## src/rtl/change_dispenser.sv

```systemverilog
`default_nettype none
// ============================================================================
// Module      : change_dispenser
// Description : Coin-return dispenser. Latches a change amount in nickel
//               units, pays it out greedily (quarter, dime, nickel) as timed
//               single-coin pulses, and tracks the contents of each coin tube.
//               Reports completion, the amount paid and any shortfall.
// Ports       : clk, reset (sync, active-high)
//               req/amount          - start request and change amount
//               busy/done/short/paid - transaction status and result
//               coin_*              - registered hopper eject pulses
//               refill_*            - add one coin to the named tube
//               tube_*              - current tube counts
// Build macro : CHANGE_INVENTORY_EN - enables tube counters, refills and
//               shortfall detection; when undefined every tube is treated as
//               non-empty, tube outputs are constant INIT_COUNT, short is 0.
// Revision    : 1.0 - initial release
// ============================================================================
module change_dispenser #(
    parameter int AMT_W      = 5,
    parameter int CNT_W      = 6,
    parameter int INIT_COUNT = 10,
    parameter int PULSE_CYC  = 2,
    parameter int GAP_CYC    = 1
) (
    input  logic             clk,
    input  logic             reset,
    input  logic             req,
    input  logic [AMT_W-1:0] amount,
    output logic             busy,
    output logic             done,
    output logic             short,
    output logic [AMT_W-1:0] paid,
    output logic             coin_quarter,
    output logic             coin_dime,
    output logic             coin_nickel,
    input  logic             refill_quarter,
    input  logic             refill_dime,
    input  logic             refill_nickel,
    output logic [CNT_W-1:0] tube_quarter,
    output logic [CNT_W-1:0] tube_dime,
    output logic [CNT_W-1:0] tube_nickel
);

    localparam logic [2:0] c_IDLE   = 3'd0;
    localparam logic [2:0] c_SELECT = 3'd1;
    localparam logic [2:0] c_PULSE  = 3'd2;
    localparam logic [2:0] c_GAP    = 3'd3;
    localparam logic [2:0] c_DONE   = 3'd4;

    // One down-counter times both the pulse and the gap phases.
    localparam int c_TMR_MAX = (PULSE_CYC > GAP_CYC) ? PULSE_CYC : GAP_CYC;
    localparam int c_TMR_W   = (c_TMR_MAX > 1) ? $clog2(c_TMR_MAX) : 1;

    logic [2:0]         r_state;
    logic [AMT_W-1:0]   r_remaining;
    logic [AMT_W-1:0]   r_paid;
    logic [2:0]         r_coin;      // bit 0 quarter, bit 1 dime, bit 2 nickel
    logic [c_TMR_W-1:0] r_tmr;

    logic [2:0]         w_avail;     // tube non-empty, same bit order as r_coin
    logic [2:0]         w_pick;
    logic [AMT_W-1:0]   w_value;

    // Greedy choice: the first denomination that fits and is in stock wins.
    always_comb begin
        w_pick  = 3'b000;
        w_value = '0;
        if (r_remaining >= AMT_W'(5) && w_avail[0]) begin
            w_pick  = 3'b001;
            w_value = AMT_W'(5);
        end else if (r_remaining >= AMT_W'(2) && w_avail[1]) begin
            w_pick  = 3'b010;
            w_value = AMT_W'(2);
        end else if (r_remaining >= AMT_W'(1) && w_avail[2]) begin
            w_pick  = 3'b100;
            w_value = AMT_W'(1);
        end
    end

    always_ff @(posedge clk) begin
        if (reset) begin
            r_state     <= c_IDLE;
            r_remaining <= '0;
            r_paid      <= '0;
            r_coin      <= 3'b000;
            r_tmr       <= '0;
        end else begin
            case (r_state)
                c_IDLE: begin
                    if (req) begin
                        r_remaining <= amount;
                        r_paid      <= '0;
                        r_state     <= c_SELECT;
                    end
                end
                c_SELECT: begin
                    if (w_pick != 3'b000) begin
                        r_coin      <= w_pick;
                        r_remaining <= r_remaining - w_value;
                        r_paid      <= r_paid + w_value;
                        r_tmr       <= c_TMR_W'(PULSE_CYC - 1);
                        r_state     <= c_PULSE;
                    end else begin
                        // Either fully paid or nothing in stock fits.
                        r_state <= c_DONE;
                    end
                end
                c_PULSE: begin
                    if (r_tmr == '0) begin
                        r_coin  <= 3'b000;
                        r_tmr   <= c_TMR_W'(GAP_CYC - 1);
                        r_state <= c_GAP;
                    end else begin
                        r_tmr <= r_tmr - c_TMR_W'(1);
                    end
                end
                c_GAP: begin
                    if (r_tmr == '0) begin
                        r_state <= c_SELECT;
                    end else begin
                        r_tmr <= r_tmr - c_TMR_W'(1);
                    end
                end
                c_DONE: begin
                    r_state <= c_IDLE;
                end
                default: begin
                    r_state <= c_IDLE;
                    r_coin  <= 3'b000;
                end
            endcase
        end
    end

    assign busy         = (r_state != c_IDLE);
    assign done         = (r_state == c_DONE);
    assign paid         = r_paid;
    assign coin_quarter = r_coin[0];
    assign coin_dime    = r_coin[1];
    assign coin_nickel  = r_coin[2];

`ifdef CHANGE_INVENTORY_EN
    logic [CNT_W-1:0] r_tube [3];
    logic [2:0]       w_refill;
    logic [2:0]       w_dec;
    logic             r_short;

    assign w_refill = {refill_nickel, refill_dime, refill_quarter};
    // A tube is consumed on the SELECT edge that chooses its coin.
    assign w_dec    = (r_state == c_SELECT) ? w_pick : 3'b000;

    for (genvar gi = 0; gi < 3; gi++) begin : g_avail
        assign w_avail[gi] = (r_tube[gi] != '0);
    end

    always_ff @(posedge clk) begin
        for (int i = 0; i < 3; i++) begin
            if (reset) begin
                r_tube[i] <= CNT_W'(INIT_COUNT);
            end else if (w_refill[i] && !w_dec[i]) begin
                if (r_tube[i] != {CNT_W{1'b1}}) begin
                    r_tube[i] <= r_tube[i] + CNT_W'(1);
                end
            end else if (w_dec[i] && !w_refill[i] && r_tube[i] != '0) begin
                r_tube[i] <= r_tube[i] - CNT_W'(1);
            end
        end
    end

    always_ff @(posedge clk) begin
        if (reset) begin
            r_short <= 1'b0;
        end else if (r_state == c_IDLE && req) begin
            r_short <= 1'b0;
        end else if (r_state == c_SELECT && w_pick == 3'b000 && r_remaining != '0) begin
            r_short <= 1'b1;
        end
    end

    assign short        = r_short;
    assign tube_quarter = r_tube[0];
    assign tube_dime    = r_tube[1];
    assign tube_nickel  = r_tube[2];
`else
    logic w_unused_refill;

    assign w_unused_refill = refill_quarter ^ refill_dime ^ refill_nickel;
    assign w_avail         = 3'b111;
    assign short           = 1'b0;
    assign tube_quarter    = CNT_W'(INIT_COUNT);
    assign tube_dime       = CNT_W'(INIT_COUNT);
    assign tube_nickel     = CNT_W'(INIT_COUNT);
`endif

endmodule
`default_nettype wire

```

## config.mk

```make
export PLATFORM = sky130hd
export DESIGN_NAME = change_dispenser
export DESIGN_NICKNAME = d
export VERILOG_FILES = /design/src/rtl/change_dispenser.sv
export SDC_FILE = /design/constraint.sdc
export NUM_CORES = 1
export LEC_CHECK = 0
export ABC_CLOCK_PERIOD_IN_PS = 2320
export CAP_MARGIN = 20
export CELL_PAD_IN_SITES_DETAIL_PLACEMENT = 1
export CELL_PAD_IN_SITES_GLOBAL_PLACEMENT = 1
export CORE_UTILIZATION = 29
export CTS_BUF_LIST = sky130_fd_sc_hd__clkbuf_16
export DETAILED_ROUTE_END_ITERATION = 10
export PLACE_DENSITY = 0.78
export SLEW_MARGIN = 5
export SYNTH_ARGS = -nofsm -noshare
export SYNTH_HDL_FRONTEND = slang
export SYNTH_SLANG_ARGS = --single-unit
export TNS_END_PERCENT = 20
```

## constraint.sdc

```tcl
create_clock -name clk -period 2.32 [get_ports clk]
set_clock_uncertainty 0.05 [all_clocks]
set_input_delay 0.464 -clock clk [delete_from_list [all_inputs] [get_ports clk]]
set_output_delay 0.464 -clock clk [all_outputs]
set_load 0.01 [all_outputs]
```

; ---- Word-level counts from Yosys, hierarchy flattened
; Cells that the tools add are included.
[totals]
reg_bits = 17
latch_bits = 0
ramBits = 0
romBits = 0
out_inout_bits = 29
word_cells = 54
memories = 0
[op_classes]
add_sub_neg = 3
multipliers = 0
div_mod_pow = 0
n_lt_le_gt_ge = 3
eq_ne = 8
shifts = 0
n_mux = 23
n_bitwise = 1
n_reduce_logical = 11
[op_table]
columns = operator, count
row1 = 2-to-1 mux 3 bit, 9
row2 = 2-to-1 mux 5 bit, 5
row3 = case mux 5 bit (2 select lines), 2
row4 = case mux 3 bit (4 select lines), 1
row5 = case mux 3 bit (3 select lines), 1
row6 = AND reduction 3 bit, 3
row7 = "!= test 2 bit, second input constant", 4
row8 = "equality test 3 x 2 -> 1 bit, second input constant", 2
row9 = nonzero test 3 bit, 2
row10 = adder 5 bit, 1
row11 = "greater-or-equal comparator 5 x 1 -> 1 bit, second input constant", 1
row12 = "greater-or-equal comparator 5 x 2 -> 1 bit, second input constant", 1
row13 = "greater-or-equal comparator 5 x 3 -> 1 bit, second input constant", 1
row14 = subtractor 5 bit, 1
row15 = nonzero test 2 bit, 2
row16 = "equality test 3 x 1 -> 1 bit, second input constant", 1
row17 = "equality test 3 bit, second input constant", 1
row18 = zero test 3 bit, 1
row19 = 2-to-1 mux 1 bit, 3
row20 = OR reduction 3 bit, 1
row21 = 2-to-1 mux 2 bit, 1
row22 = case mux 1 bit (2 select lines), 1
row23 = AND reduction 2 bit, 1
row24 = OR reduction 2 bit, 1
row25 = 2 further kinds, 2

; ---- Logic depth before layout (Yosys ltp)
[depth]
depth_word = 7
depth_mapped = 10
mapped_depth_nobuf = 10

; ---- Worst setup path after synthesis
; OpenSTA, ideal clock, no wires.
[synth_timing]
kind = register to register
from = reg r_remaining[1]
to = reg r_paid[4], in the netlist paid[4]
setup_time_ns = 0.092
t_arrival_ns = 2.063
required_ns = 2.178
slack_ns = 0.115
stages_incl_launch_ff = 10
period_less_slack_ns = 2.205
path_cell_list = dfxtp_1 -> o21a_1 -> nand2b_1 -> inv_1 -> o21ai_0 -> fa_1 -> nor2b_1 -> o21ai_0 -> or3_1 -> o32ai_1
[synth_via]
elab_chain_cells = 7
elab_cells_between_ends = 15
cone_classes = 1 x add/sub / 3 x order compare / 1 x eq/ne / 8 x mux / 2 x reduce/logical
[synth_lines]
columns = item, line_no
row1 = "start, declared", 56  ; logic [AMT_W-1:0] r_remaining;
row2 = "start signal, assigned", 92  ; r_remaining <= amount;
row3 = "start signal, assigned", 100  ; r_remaining <= r_remaining - w_value;
row4 = greater-or-equal comparator 5 x 1 -> 1 bit, 75  ; end else if (r_remaining >= AMT_W'(1) && w_avail[2]) begin
row5 = 2-to-1 mux 1 bit / 2-to-1 mux 3 bit (equally long branches), 75
row6 = 2-to-1 mux 2 bit / 2-to-1 mux 3 bit (equally long branches), 72  ; end else if (r_remaining >= AMT_W'(2) && w_avail[1]) begin
row7 = 2-to-1 mux 5 bit / 2-to-1 mux 3 bit (equally long branches), 69  ; if (r_remaining >= AMT_W'(5) && w_avail[0]) begin
row8 = adder 5 bit / nonzero test 3 bit (equally long branches), "101, 98"
row9 = 2-to-1 mux 5 bit / != test 2 bit (equally long branches), n/a
row10 = case mux 5 bit (2 select lines) / AND reduction 3 bit (equally long branches), n/a
row11 = "end signal, assigned", 101  ; r_paid <= r_paid + w_value;
row12 = "end, declared", 57  ; logic [AMT_W-1:0] r_paid;
; Several ways; a longest one is shown, not always the timed one. The select of a mux whose other input is x is not followed.
; A chain may end at the register's enable or synchronous reset.

; ---- Worst setup path in the final report
[layout_timing]
from = reg r_remaining[1]
to = reg r_remaining[4]
[layout_via]
elab_chain_cells = 7
elab_cells_between_ends = 15
cone_classes = 1 x add/sub / 3 x order compare / 1 x eq/ne / 8 x mux / 2 x reduce/logical
[layout_lines]
columns = item, line_no
row1 = greater-or-equal comparator 5 x 1 -> 1 bit, 75
row2 = 2-to-1 mux 1 bit / 2-to-1 mux 3 bit (equally long branches), 75
row3 = 2-to-1 mux 2 bit / 2-to-1 mux 3 bit (equally long branches), 72
row4 = 2-to-1 mux 5 bit / 2-to-1 mux 3 bit (equally long branches), 69
row5 = subtractor 5 bit / nonzero test 3 bit (equally long branches), "100, 98"
row6 = 2-to-1 mux 5 bit / != test 2 bit (equally long branches), n/a
row7 = case mux 5 bit (2 select lines) / AND reduction 3 bit (equally long branches), n/a
; Several ways; a longest one is shown, not always the timed one. The select of a mux whose other input is x is not followed.

==> results.cfg <==
[setup_path]
cp_top_family = compound AO/OA/AOI/OAI gates
timing.rr.start = r_remaining[1]$_SDFFE_PP0P_
setup.worst_path.start_class = flip-flop
cp_cell_sequence = buf_6, o211ai_1, ha_1, inv_1, fa_1, a211oi_2, nor2_1, o21ai_0, a21oi_1
ff2ff_setup_slack_ns = 0.09
slowest_delay_ns = 0.42
worstRegToRegCells = 9
worstPathRequired_ns = 2.41
cp_max_fo = 8
path_buf_inv = 2
cp_slowest_cell = fa_1
endpoint_kind = flip-flop
cp.arrival_ns = 2.32
path_class = reg2reg
reg2reg_to = r_remaining[4]$_SDFFE_PP0P_

[sta]
slew_headroom = 0.541
rsz0062_at_grt = true
min_period_ns = 2.23
tightest_slew_ns = 0.685
fin_tns_setup_ns = 0
finalCritPeriodShare = 0.961
layout_setup_ws_ns = 0.0906
finalSetupViolations = 0
slew_violations = 0
fmax_mhz = 449
final_hold_viol_count = 0

[clock_network]
clock_tree.root_cell = clkbuf_16
cts_made_buffers = 3
cts_tree = yes
cts_max_path_buffers = 2
clkTransAtPathRegs_ns = 0.05
clock-sinks = 17
insertion_delay_ns = 0.25
htreeDepth = 1

[run]
maxCapViolCount = 0

[yosys]
syn_inst = 150
ys_warn_count = 0
ys_ff_latch = 17
synthArstFlopShare = 0
synth_ff_type = dfxtp_1
synth_edf_count = 0
netlist_area_sq_um = 1180
synth_cell_types = 39
synth_seq_area_share = 0.288
syn_area_per_cell_sq_um = 7.89

[min_path]
hold_start = r_coin[2]$_SDFFE_PP0P_
worstHoldPathCells = 2
min_to = r_coin[2]$_SDFFE_PP0P_
hold_class = reg2reg

[grt]
antenna_found_initial = 0
first_global_vias = 1110
grt_max_degree = 12
grtUsageTotal = 0.152
grt_first_pass_wirelength_mm = 5.07
grt_overflow = 0

[drt]
drt_iter0_markers = 17
detail_route.wl_per_cell_um = 13.7
drc = 0
vias = 1105
routed_wl_mm = 3.01
viasPerCell = 5.02
ant_nets = 0
firstDrtPassIters = 4

[floorplan]
die_area_sq_um = 4340
die_w_um = 65.9
die_h_um = 65.9
io_pins = 40
initial_core_util = 0.312
coreArea_sq_um = 3800
rows = 22

[finish]
area_growth_pct = 24.0
final_common_cell = conb_1
nNetsFinal = 192
diodes = 0
fin_util = 0.386
drive_gt1_frac = 0.116
layout_common_cells = conb_1 (19), clkdlybuf4s50_1 (17), a21oi_1 (16), dfxtp_1 (16), nand2_1 (13)

[pwr]
p_per_area_nw_per_um2 = 1130
total_power_mw = 1.65
ir_drop_uv = 387
cellLeakagePower_nw = 0.582

[outcome]
outcome = finished, final reports clean

[place]
gp_congestion = 0.748
place_ws_ns = -0.0712
io_buffers = 17
place_hpwl_mm = 2.24
==> cells in the mapped netlist (2+ instances only) <==
| cell type | instances | share of area |
|---|---|---|
| buf_2 | 2 | 0.0085 |
| buf_4 | 20 | 0.13 |
| o21ai_0 | 7 | 0.030 |
| conb_1 | 2 | 0.0063 |
| ha_1 | 6 | 0.063 |
| nand3_1 | 5 | 0.021 |
| nor4_1 | 2 | 0.011 |
| a21oi_1 | 16 | 0.068 |
| fa_1 | 2 | 0.034 |
| inv_1 | 10 | 0.032 |
| o32ai_1 | 2 | 0.015 |
| xnor2_1 | 2 | 0.015 |
| o211ai_1 | 2 | 0.013 |
| a311oi_1 | 2 | 0.015 |
| nand2_1 | 13 | 0.041 |
| nand2b_1 | 2 | 0.011 |
| a211oi_1 | 3 | 0.019 |
| dfxtp_1 | 17 | 0.29 |
| a31oi_1 | 2 | 0.011 |
| nor2_1 | 7 | 0.022 |
| clkbuf_1 | 2 | 0.0063 |
| nor3_1 | 3 | 0.013 |
| or3_1 | 5 | 0.026 |
==> through the flow <==
step | std cells | hold WS [ns] | cell area (sq um)
floorplan | 167 | 0.412 | 1250
global placement | 215 | 0.418 | 1360
detailed placement | 215 | 0.422 | 1360
CTS | 219 | 0.431 | 1450
global route | 220 | 0.460 | 1470
finish | 220 | 0.428 | 1470
==> metal layers <==
metal,up-vias,routed length (um),global-route usage,part of all wire
met3,8,153,0.0362,0.051
met2,37,1450,0.259,0.48
met1,528,1320,0.177,0.44
li1,532,-,-,-
met5,-,0,0,0
met4,0,80,0.0734,0.027
==> registers in the layout (all words and copies together), names as in the netlist <==
signal	cells
r_coin	3
paid	5
r_remaining	5
r_tmr	1
r_state	3
==> worst min-delay path: cells and delay by family (launching register included) <==
kind / cells / cell delay [ns]
flip-flops: 1 / 0.30
AO/OA/AOI/OAI: 2 / 0.13
==> kinds of logic (layout without fill, tap and decap cells) <==
logic type / after synthesis / after routing / synth area share
flops: 17 / 17 / 0.288
simple gates: 46 / 46 / 0.205
other cells: 2 / 19 / 0.00634
fa+ha+maj: 8 / 8 / 0.0973
xor+xnor: 2 / 2 / 0.0148
compound gates: 39 / 39 / 0.203
buf+inv: 36 / 41 / 0.186
==> report_power, final <==
part           switching [mW]  internal (mW)  total, mW
Clock                   0.115          0.229      0.344
Sequential             0.0723          0.349      0.421
Combinational           0.494          0.395      0.889
==> worst max path at each step <==
| stage | startpoint | to | slack, ns | depth (start not counted) |
|---|---|---|---|---|
| 2_1_floorplan | r_remaining[1]$_SDFFE_PP0P_ | paid[4]$_SDFFE_PP0P_ | 0.11 | 9 |
| 3_3_place_gp | r_remaining[0]$_SDFFE_PP0P_ | paid[4]$_SDFFE_PP0P_ | 0.06 | 9 |
| 3_5_place_dp | r_remaining[0]$_SDFFE_PP0P_ | r_remaining[4]$_SDFFE_PP0P_ | -0.07 | 9 |
| 4_1_cts | r_remaining[2]$_SDFFE_PP0P_ | paid[3]$_SDFFE_PP0P_ | 0.02 | 10 |
| 5_1_grt | r_remaining[0]$_SDFFE_PP0P_ | r_remaining[4]$_SDFFE_PP0P_ | -0.05 | 9 |
| 6_report | r_remaining[1]$_SDFFE_PP0P_ | r_remaining[4]$_SDFFE_PP0P_ | 0.09 | 9 |
==> area by class of cell <==
cell class                      count  area (sq um)
Tap cell                           48          60.1
Clock inverter                      1          3.75
Fill cell                         461          2330
Multi-Input combinational cell    114           701
Inverter                           10          37.5
Clock buffer                        3          75.1
Sequential cell                    17           342
Timing Repair Buffer               27           249
==> what timing repair did <==
action | CTS | global route
resized for setup | 2 | 5
cloned | 0 | 0
hold buffers | 0 | 0
setup buffers | 0 | 1
pin swaps | 0 | 2
setup endpoints to repair | 3 | 5
Power figures use the tool's default switching activity.
==> RTL edit, RTL diff (same settings) <==
The option `CHANGE_INVENTORY_EN` is turned on by a define.
--- a/src/rtl/change_dispenser.sv
+++ b/src/rtl/change_dispenser.sv
@@ -17,4 +17,6 @@
 // Revision    : 1.0 - initial release
 // ============================================================================
+`define CHANGE_INVENTORY_EN
+
 module change_dispenser #(
     parameter int AMT_W      = 5,
Check against the original RTL: not equivalent (Yosys sat finds a counterexample within 4 cycles, from zero or initial values and one cycle with reset high).
==> RTL edit against the original RTL <==
The flow now finishes with violations (setup timing). Count of clock-buffer cells in the layout rose by 2. Worst setup slack got worse by 0.95 ns. Worst hold slack improved by 0.019 ns. Synthesized area rose by 130%. Fmax is 30% lower. Design area grew to 3.0 times the old value. Sequential cell count up 19. Clock power is 93% higher. Wire length grew to 3.8 times the old value. Total power grew to 3.6 times the old value.
==> RTL edit: results (changes against the original RTL) <==
| Quantity | Reported | Unit | Change |
| --- | --- | --- | --- |
| Global-route wire length before repair | 17.46 | mm | was 5.071 mm |
| Total number of sequential cells | 36 | - | was 17 |
| Least setup slack across all paths after layout | -0.8611 | ns | was 0.09057 ns |
| Setup repair bufs after CTS | 13 | - | was 0 |
| NumNets Final | 458 | - | was 192 |
| Grt met3 use | 0.03546 | - | was 0.03621 |
| Register-to-Register Path Depth | 13 | - | was 9 |
| Footprint of the multi-input gates | 0.002046 | mm2 | was 700.7 um2 |
| Clock network share of area | 0.03053 | - | was 0.05371 |
| Inverters | 20 | - | was 10 |
| Buffers outside the clock class | 134 | - | was 27 |
| Global placement routability congestion | 0.8925 | - | was 0.7477 |
| Maximum number of pins on one net before global-route repair | 26 | - | was 12 |
| Share of cell area taken by muxes after synthesis | 0.02339 | - | was 0 |
| Number of global-route vias before repair | 3326 | - | was 1110 |
| Number of resized instances in the post-cts repair step | 58 | - | was 2 |
| Logic power comb | 4.28 | mW | was 889 uW |
| Number of I/O port buffers | 39 | - | was 17 |
| Cell type of the slowest stage on the worst timing path | edfxtp_1 | - | was fa_1 |
| Switching power of the nets | 2.627 | mW | was 681.9 uW |
| Main area contributors after synthesis | edfxtp_1 (20%), dfxtp_1 (13%), ha_1 (6.4%), nor2_1 (3.4%), a211oi_1 (2.8%) | - | was dfxtp_1 (29%), buf_4 (13%), a21oi_1 (6.8%), ha_1 (6.3%), nand2_1 (4.1%) |
| Commonest cells in the synthesized netlist | nor2_1 (25), inv_1 (19), nand2_1 (19) | - | was buf_4 (20), dfxtp_1 (17), a21oi_1 (16) |
| Violated checks | setup timing | - |  |
| Status | complete, but fails checks | - | was finished, final reports clean |
| Critical path's largest stage delay | 0.44 | ns | was 0.42 ns |
| Fill cell total of the finished layout | 1051 | - | was 461 |
| Layout cell share with drive strength beyond 1 | 0.4060 | - | was 0.1163 |
| Fraction of synthesized cell area in xor and xnor cells | 0.02569 | - | was 0.01480 |
| Relative slew slack | 0.3970 | - | was 0.5412 |
| Detail Route met2 WL | 5.998 | mm | was 1.452 mm |
| Total of clock buffers placed in the layout | 5 | - | was 3 |
| Setup violations, final | 39 | - | was 0 |
| Number of synthesized flops with an enable pin | 18 | - | was 0 |
| Max IR drop VDD | 576.6 | uV | was 387.0 uV |
==> RTL edit: through the flow <==
step / area, um2 / setup WS, ns / utilization / instances / TNS, ns
finish: 4467 / -0.8611 / 0.4857 / 542 / -16.52
CTS: 4298 / -0.7765 / 0.4673 / 539 / -11.79
floorplan: 2784 / -0.8812 / - / 304 / -9.303
global placement: 3830 / -0.7162 / 0.4165 / 518 / -9.413
global route: 4467 / -0.9317 / 0.4857 / 542 / -19.60
detailed placement: 3830 / -0.9322 / 0.4165 / 518 / -13.99
==> RTL edit: final timing paths <==
kind / start / to / slack [ns]
hold / removal: paid[4] / paid[4] / 0.45
setup reg to reg: r_tube[1][0] / r_tube[2][5] / -0.86
hold reg to reg: paid[4] / paid[4] / 0.45
setup / recovery: r_tube[1][0] / r_tube[2][5] / -0.86
==> RTL edit: tightest hold or removal path, delay by kind of cell, from the launching register on <==
kind	cells	cell delay, ns
flops	1	0.32
compound gates	2	0.13
